--- src/rtl/fetch_pkg.sv ---
// Shared types and constants for the instruction fetch stage and its IF/ID register.
package fetch_pkg;

    localparam int XLEN = 32;
    localparam logic [XLEN-1:0] NOP_INSTR = 32'h0000_0033;

    typedef enum logic [1:0] {
        BOOT,
        RUN,
        STALL,
        REDIRECT
    } fetch_state_t;

    typedef enum logic [1:0] {
        IFID_HOLD,
        IFID_LOAD,
        IFID_BUBBLE
    } ifid_op_t;

    typedef struct packed {
        logic [XLEN-1:0] pc;
        logic [XLEN-1:0] instr;
        logic            valid;
    } ifid_t;

    localparam ifid_t BUBBLE_ENTRY = '{pc: '0, instr: NOP_INSTR, valid: 1'b0};

    // Instruction addresses are word aligned; the low two bits are dropped.
    function automatic logic [XLEN-1:0] align_word(input logic [XLEN-1:0] addr);
        return addr & ~32'h0000_0003;
    endfunction

endpackage

--- src/rtl/if_id_reg.sv ---
// IF/ID boundary register: load a tagged word, hold it, or load a bubble.
module if_id_reg
    import fetch_pkg::*;
(
    input  logic     clk,
    input  logic     rst_n,
    input  ifid_op_t op_i,
    input  ifid_t    entry_i,
    output ifid_t    entry_o
);

    ifid_t entry_q;

    always_ff @(posedge clk or negedge rst_n) begin
        if (!rst_n) begin
            entry_q <= BUBBLE_ENTRY;
        end else begin
            case (op_i)
                IFID_LOAD:   entry_q <= entry_i;
                IFID_BUBBLE: entry_q <= BUBBLE_ENTRY;
                default:     entry_q <= entry_q;
            endcase
        end
    end

    assign entry_o = entry_q;

endmodule

--- src/rtl/instruction_fetch_unit.sv ---
// Fetch stage: owns the PC, drives a registered-read instruction memory, handles stall and redirect.
// Optional FETCH_PERF_CNT_EN adds saturating fetch_cnt / bubble_cnt outputs.
module instruction_fetch_unit
    import fetch_pkg::*;
#(
    parameter logic [31:0] RESET_PC = 32'h0000_0004,
    parameter logic [31:0] PC_STEP  = 32'd4
) (
    input  logic        clk,
    input  logic        rst_n,
    input  logic        stall,
    input  logic        branch_taken,
    input  logic [31:0] branch_target,
    output logic [31:0] imem_addr,
    input  logic [31:0] imem_word,
    output logic [31:0] if_pc,
    output logic [31:0] if_instr,
    output logic        if_valid
`ifdef FETCH_PERF_CNT_EN
    ,
    output logic [31:0] fetch_cnt,
    output logic [31:0] bubble_cnt
`endif
);

    fetch_state_t state_q, state_d;
    logic [31:0]  pc_q, pc_d;
    logic [31:0]  inflight_pc_q, inflight_pc_d;
    ifid_op_t     ifid_op;
    ifid_t        ifid_in;
    ifid_t        ifid_out;
    logic         word_live;

    // In RUN/STALL the word returning from memory belongs to inflight_pc_q.
    assign word_live = (state_q == RUN) || (state_q == STALL);

    // While stalled, re-present the in-flight address so the held word is still on imem_word at release.
    assign imem_addr = (word_live && stall && !branch_taken) ? inflight_pc_q : pc_q;

    always_comb begin
        state_d       = state_q;
        pc_d          = pc_q;
        inflight_pc_d = inflight_pc_q;
        ifid_op       = IFID_HOLD;
        if (branch_taken) begin
            pc_d    = align_word(branch_target);
            ifid_op = IFID_BUBBLE;
            state_d = REDIRECT;
        end else if (stall) begin
            if (state_q == RUN) begin
                state_d = STALL;
            end
        end else begin
            pc_d          = pc_q + PC_STEP;
            inflight_pc_d = pc_q;
            state_d       = RUN;
            ifid_op       = word_live ? IFID_LOAD : IFID_BUBBLE;
        end
    end

    always_ff @(posedge clk or negedge rst_n) begin
        if (!rst_n) begin
            state_q       <= BOOT;
            pc_q          <= RESET_PC;
            inflight_pc_q <= RESET_PC;
        end else begin
            state_q       <= state_d;
            pc_q          <= pc_d;
            inflight_pc_q <= inflight_pc_d;
        end
    end

    assign ifid_in = '{pc: inflight_pc_q, instr: imem_word, valid: 1'b1};

    if_id_reg u_if_id_reg (
        .clk     (clk),
        .rst_n   (rst_n),
        .op_i    (ifid_op),
        .entry_i (ifid_in),
        .entry_o (ifid_out)
    );

    assign if_pc    = ifid_out.pc;
    assign if_instr = ifid_out.instr;
    assign if_valid = ifid_out.valid;

`ifdef FETCH_PERF_CNT_EN
    logic [31:0] fetch_cnt_q;
    logic [31:0] bubble_cnt_q;

    always_ff @(posedge clk or negedge rst_n) begin
        if (!rst_n) begin
            fetch_cnt_q  <= '0;
            bubble_cnt_q <= '0;
        end else begin
            if (ifid_op == IFID_LOAD && fetch_cnt_q != 32'hFFFF_FFFF) begin
                fetch_cnt_q <= fetch_cnt_q + 32'd1;
            end
            if (ifid_op == IFID_BUBBLE && bubble_cnt_q != 32'hFFFF_FFFF) begin
                bubble_cnt_q <= bubble_cnt_q + 32'd1;
            end
        end
    end

    assign fetch_cnt  = fetch_cnt_q;
    assign bubble_cnt = bubble_cnt_q;
`endif

endmodule

--- config.mk ---
export PLATFORM = sky130hd
export DESIGN_NAME = instruction_fetch_unit
export DESIGN_NICKNAME = d
export VERILOG_FILES = /design/src/rtl/fetch_pkg.sv /design/src/rtl/if_id_reg.sv /design/src/rtl/instruction_fetch_unit.sv
export SDC_FILE = /design/constraint.sdc
export NUM_CORES = 1
export LEC_CHECK = 0
export BUFFER_PORTS_ARGS = -buffer_cell sky130_fd_sc_hd__buf_4
export CAP_MARGIN = 20
export CORE_MARGIN = 5
export CORE_UTILIZATION = 53
export DETAILED_ROUTE_END_ITERATION = 12
export PLACE_DENSITY_LB_ADDON = 0.25
export SETUP_SLACK_MARGIN = 0.05
export SLEW_MARGIN = 5
export SYNTH_ARGS = -nofsm -noshare
export SYNTH_HDL_FRONTEND = slang
export SYNTH_HIERARCHICAL = 1
export SYNTH_SLANG_ARGS = --single-unit
export TNS_END_PERCENT = 10
--- constraint.sdc ---
create_clock -name clk -period 3.06 [get_ports clk]
set_clock_uncertainty 0.2 [all_clocks]
set_input_delay 0.612 -clock clk [delete_from_list [all_inputs] [get_ports clk]]
set_output_delay 0.612 -clock clk [all_outputs]
set_load 0.1 [all_outputs]
==> metrics.md, run 1 <==
| Metric | Value |
|---|---|
| Final setup fails | 0 |
| Layout cell share with drive strength beyond 1 | 35.2% |
| Nets | 822 |
| Area delta synth->final | 34.0% |
| Synth Area in Compound Gates | 11.4% |
| Core area | 0.0113 sq mm |
| Status | completed |
| Vias per std cell | 5.41 |
| Slew Viols, Final | 0 |
| Max VDD drop | 0.000458 V |
| Final hold vios | 0 |
| Most used routing layer | met2 |
| Worst reg2reg endpoint | pc_q[28] |
| FFs w/ async S/R, synth | 100% |
| Io pins | 165 |
| Total GRT Usage | 22.8% |
| CTS Hold Buffers Added | 0 |
| Reported max-cap violation count | 0 |
| Multiplexer share of the synthesized area | 10.8% |
| Starting Density | 53.5% |
| Lkg Pwr | 3.60 nW |
| Power Density | 774 mW/mm^2 |
| Gp weighted congestion | 0.860 |
| DP Area | 0.00739 sq mm |
| Hold_ws | 0.0172 ns |
| Crit path kind | reg -> out |
| RSZ-0062 raised after global routing | yes |
| Crit start category | flop |
| M2 GR Usage | 35.7% |
| Largest area contributor in the netlist | dfrtp_1 |
| PnR worst setup slack | 0.101 ns |
| Die height | 117 um |
| Largest net degree at the start of global routing | 66 |
| Drt pass-1 iters | 5 |
| F_max | 338 MHz |
| EDFF count, synth | 0 |
| Clk Latency, worst-skew pair | 0.40 ns |
| Largest family of logic cells by synthesized area | simple AND/OR/NAND/NOR gates |
| Slew Limit Headroom | 59.4% |
| Met1 global-route usage | 32.0% |
| Reg2reg start | pc_q[2] |
| First-pass GRT wire length | 24.4 mm |
| Average size of a mapped cell | 10.1 sq um |
| Chip Width | 117 um |
| Ys flop type | dfrtp_1 |
| Final HPWL DP | 10.3 mm |
| Die area | 0.0137 sq mm |
| Top cells by instance count after synthesis | 121 x dfrtp_1, 98 x nand2_1, 60 x nand2b_1 |
| GRT met3 Usage | 4.22% |
| Synth top area share | 50.0% |
| WL/cell | 16.8 um |
| Vias in the first global route | 4820 |
| Initial antenna violation count | 0 |
| Largest cells by area after synthesis | dfrtp_1 50%, mux2_2 11%, nand2b_1 6.2%, nand2_1 6.1%, o21ai_1 4.3% |
| Maximum clock path buffer count | 2 |
| Total grt overflow | 0 |
| Most frequent cell after synthesis | dfrtp_1 |
| TritonCTS clock tree | built |
| DP Worst Slack | 0.331 ns |
| WL final | 15.3 mm |
| WP data arrival | 2.15 ns |
| Worst slew pin tran | 0.609 ns |
| R2R Setup Slk | 0.44 ns |
| CTS Buf Count | 17 |
| # DRC | 0 |
| Initial drt markers | 284 |
| Rows | 39 |
| Critical path endpoint category | output port |
| Distinct cell type count after synthesis | 36 |
| Hold Path Class | in -> async |
| Worst R2R Path Depth | 6 |
| Period utilization | 96.7% |
| Syn Inst Count | 598 |
| Fin util | 71.7% |
| Root buf cell | clkbuf_16 |
| IO Port Bufs | 160 |
| Synth Area in Simple Gates | 19.1% |
| Cell Area, Synth | 0.00605 sq mm |
| XOR/XNOR share of the synthesized area | 1.30% |
| Routed Antenna Nets | 0 |
| Routed via count | 4908 |
| Worst Path Required | 2.25 ns |
| Ys Warns | 6 |
| Adder-cell share of the synthesized area | 0.620% |
| CP max FO | 17 |
| TritonCTS Sinks | 127 |
| Synth Register Bits | 127 |
| H-tree depth | 4 |
| Sequential-to-total area share from yosys stat | 52.6% |
| Design Area, Final | 0.00811 sq mm |
| Final min period | 2.96 ns |
| Clock transition at path regs | 0.06 ns |
| Number of diodes | 0 |
worst max-delay path by stage:
stage,from,slack (ns),to
final,state_q[1],0.10,imem_addr[20]
after global routing,state_q[1],0.01,imem_addr[19]
after CTS,state_q[0],0.12,imem_addr[16]
after detailed placement,stall,0.33,imem_addr[18]
after global placement,stall,0.35,imem_addr[18]
after floorplan,stall,-0.33,imem_addr[11]
state kept, by name, summed over array words and instances (netlist names):
name	count
pc_q	30
state_q	2
inflight_pc_q	30
u_if_id_reg/entry_o	65
cells in the final DEF, fill, tap and decap left out, types with 9 or more instances in the layout:
cell	n
a31oi_1	12
buf_4	141
buf_6	26
clkbuf_16	17
dfrtp_1	121
mux2_2	56
nand2_1	98
nand2b_1	60
nand3_1	13
nor2_1	19
o211ai_1	9
o21ai_0	24
o21ai_1	55
o31ai_1	11
or4_1	17
per-stage QoR:
step,power (mW),setup TNS (ns),std cells
floorplan,3.86,-0.991,601
global placement,4.35,0,872
detailed placement,4.40,0,872
CTS,6.31,0,907
global route,6.52,0,907
finish,6.28,0,907
report_power, final:
part | internal [mW] | switching, mW
clock network | 1.17 | 0.676
registers | 1.93 | 0.215
logic | 0.571 | 1.71
total | 3.68 | 2.60
layout make-up:
type,count,area [sq um]
inverter,8,30.0
timing repair buffer,174,1490
clock inverter,7,62.6
tap,143,179
clock buffer,25,485
fill,841,3210
multi-input combinational,423,2680
sequential,127,3190
what timing repair did:
item | 4_1_cts | 5_1_grt
resized for setup | 30 | 2
pin swaps | 1 | 0
buffers inserted | 2 | 0
gates cloned | 1 | 0
setup endpoints to repair | 27 | 27
per-layer routing:
metal  vias to the layer above  part of all wire [%]
met4                         0                   1.6
met5                         -                     0
met2                       160                    47
li1                       2392                     -
met3                        18                   6.0
met1                      2338                    45
worst max-delay path, cell delays in order, from the launching register on:
cell     delay (ns)
dfrtp_1        0.38
inv_1          0.09
ha_4           0.22
nor3_4         0.19
buf_4          0.15
buf_12         0.15
mux2_2         0.37
buf_6          0.19
logic make-up after synthesis:
logic type               after synthesis
adder cells (fa/ha/maj)                3
buffers and inverters                 51
flip-flops                           127
other                                  2
AND/OR/NAND/NOR                      229
AO/OA/AOI/OAI                        119
XOR/XNOR                               9
multiplexers                          58
Power figures use the tool's default switching activity.
==> run 2: changes to the inputs <==
==> constraint.sdc (replaced) <==
create_clock -name clk -period 3.25 [get_ports clk]
set_clock_uncertainty 0.2 [all_clocks]
set_input_delay 0.65 -clock clk [delete_from_list [all_inputs] [get_ports clk]]
set_output_delay 0.65 -clock clk [all_outputs]
set_load 0.1 [all_outputs]
==> run 2 against run 1 <==
Compared with the run above:
- power down 1.8%
- cell count down 0.44%
- flip-flop and latch count unchanged
- non-clock buffer count down 4
- sequential power down 6%
- cell area down 1.1%
- largest cell class unchanged
==> metrics.md, run 2 (synthesized netlist as in run 1, its figures left out) <==
| Metric | Value |
|---|---|
| Total grt overflow | 0 |
| Die area | 0.0137 sq mm |
| Vias per std cell | 5.38 |
| Crit start category | flop |
| Starting Density | 53.5% |
| Final hold vios | 0 |
| Nets | 818 |
| Vias in the first global route | 4567 |
| CTS Hold Buffers Added | 0 |
| Slew Viols, Final | 0 |
| Filler cells | 835 |
| Worst Path Required | 2.40 ns |
| Max stage delay cell, worst path | dfrtp_1 |
| Layout cell share with drive strength beyond 1 | 35.3% |
| Core area | 0.0113 sq mm |
| Root buf cell | clkbuf_16 |
| CTS Buf Count | 17 |
| # DRC | 0 |
| First-pass GRT wire length | 23.2 mm |
| Initial drt markers | 380 |
| F_max | 318 MHz |
| Power Density | 768 mW/mm^2 |
| Area delta synth->final | 32.4% |
| Io pins | 165 |
| CP max FO | 10 |
| Clk Latency, worst-skew pair | 0.40 ns |
| Slew Limit Headroom | 54.4% |
| Worst slew pin tran | 0.683 ns |
| Commonest non-fill, non-tap cell in the layout | buf_4 |
| Critical path's top delay family | buffers and inverters |
| Maximum clock path buffer count | 2 |
| TritonCTS clock tree | built |
| Drt pass-1 iters | 4 |
| Gp weighted congestion | 0.842 |
| Final HPWL DP | 10.1 mm |
| Reported max-cap violation count | 0 |
| Critical path endpoint category | output port |
| Largest net degree at the start of global routing | 74 |
| Max VDD drop | 0.000426 V |
| Crit path buffers/inverters | 2 |
| Commonest non-fill, non-tap cells in the layout | 166 x buf_4, 121 x dfrtp_1, 98 x nand2_1 |
| WP data arrival | 2.29 ns |
| Worst reg2reg endpoint | pc_q[24] |
| Worst R2R Path Depth | 5 |
| Final setup fails | 0 |
| Period utilization | 96.7% |
| Max FFs per register | 65 |
| Hold Path Class | in -> async |
| Cell mode on critical path | buf_4 |
| Design Area, Final | 0.00802 sq mm |
| Number of diodes | 0 |
| Lkg Pwr | 3.59 nW |
| IO Port Bufs | 160 |
| Total GRT Usage | 21.6% |
| WL/cell | 16.0 um |
| Initial antenna violation count | 0 |
| Die height | 117 um |
| Clock transition at path regs | 0.05 ns |
| WL final | 14.5 mm |
| DP Area | 0.00737 sq mm |
| Rows | 39 |
| Final min period | 3.14 ns |
| Crit path kind | reg -> out |
| Chip Width | 117 um |
| Status | completed |
| Worst-path cell chain | ha_1 -> nor3_2 -> buf_4 -> mux2_2 -> buf_4 |
| Fin util | 70.8% |
| TritonCTS Sinks | 127 |
| Routed via count | 4854 |
| RSZ-0062 raised after global routing | no |
| Routed Antenna Nets | 0 |
| H-tree depth | 4 |
| Postcts setup bufs | 0 |
| R2R Setup Slk | 0.47 ns |
| Slowest cell delay on critical path | 0.38 ns |
| Reg2reg start | pc_q[2] |
| Number of cells upsized or downsized after cts | 0 |
run 2: where the power goes:
part	switching (mW)	internal, mW
logic	1.59	0.499
clock network	0.660	1.39
registers	0.199	1.82
run 2: worst register-to-register path: stages, from the launching register on:
cell	delay [ns]
dfstp_2	0.60
ha_1	0.21
nand2_1	0.12
or4_1	0.79
or4_1	0.60
a31oi_1	0.19
run 2: metrics by stage:
step	setup TNS, ns	total power [mW]	instances	hold slack, ns	setup WS, ns
6_report	0	6.16	903	0.0928	0.107
5_1_grt	0	6.39	903	0.142	0.0518
4_1_cts	0	6.20	903	0.104	0.0952
3_5_place_dp	0	4.13	871	0.279	0.370
3_3_place_gp	0	4.09	871	0.272	0.419
2_1_floorplan	-0.649	3.63	601	0.154	-0.216
run 2: how the worst max path moves through the flow:
stage | slack [ns] | from | end | depth (start not counted)
CTS | 0.1 | state_q[0] | imem_addr[5] | 5
global placement | 0.42 | stall | pc_q[19] | 5
detailed placement | 0.37 | stall | pc_q[29] | 5
finish | 0.11 | state_q[0] | imem_addr[10] | 5
global route | 0.05 | state_q[0] | imem_addr[6] | 5
floorplan | -0.22 | stall | imem_addr[11] | 6
run 2: layout make-up:
type | count | area (sq um) | share of cell area, %
Timing Repair Buffer | 170 | 1330 | 16.5
Inverter | 8 | 30.0 | 0.374
Tap cell | 143 | 179 | 2.23
Multi-Input combinational cell | 423 | 2650 | 33.1
Clock inverter | 12 | 189 | 2.36
Clock buffer | 20 | 457 | 5.70
Sequential cell | 127 | 3190 | 39.7
run 2: routing by layer:
metal,GRT usage [%],vias to the layer above,part of all wire [%]
met3,3.96,16,6.5
met5,0,-,0
met4,7.03,0,1.3
li1,-,2376,-
met1,31.2,2318,46
met2,33.4,144,46
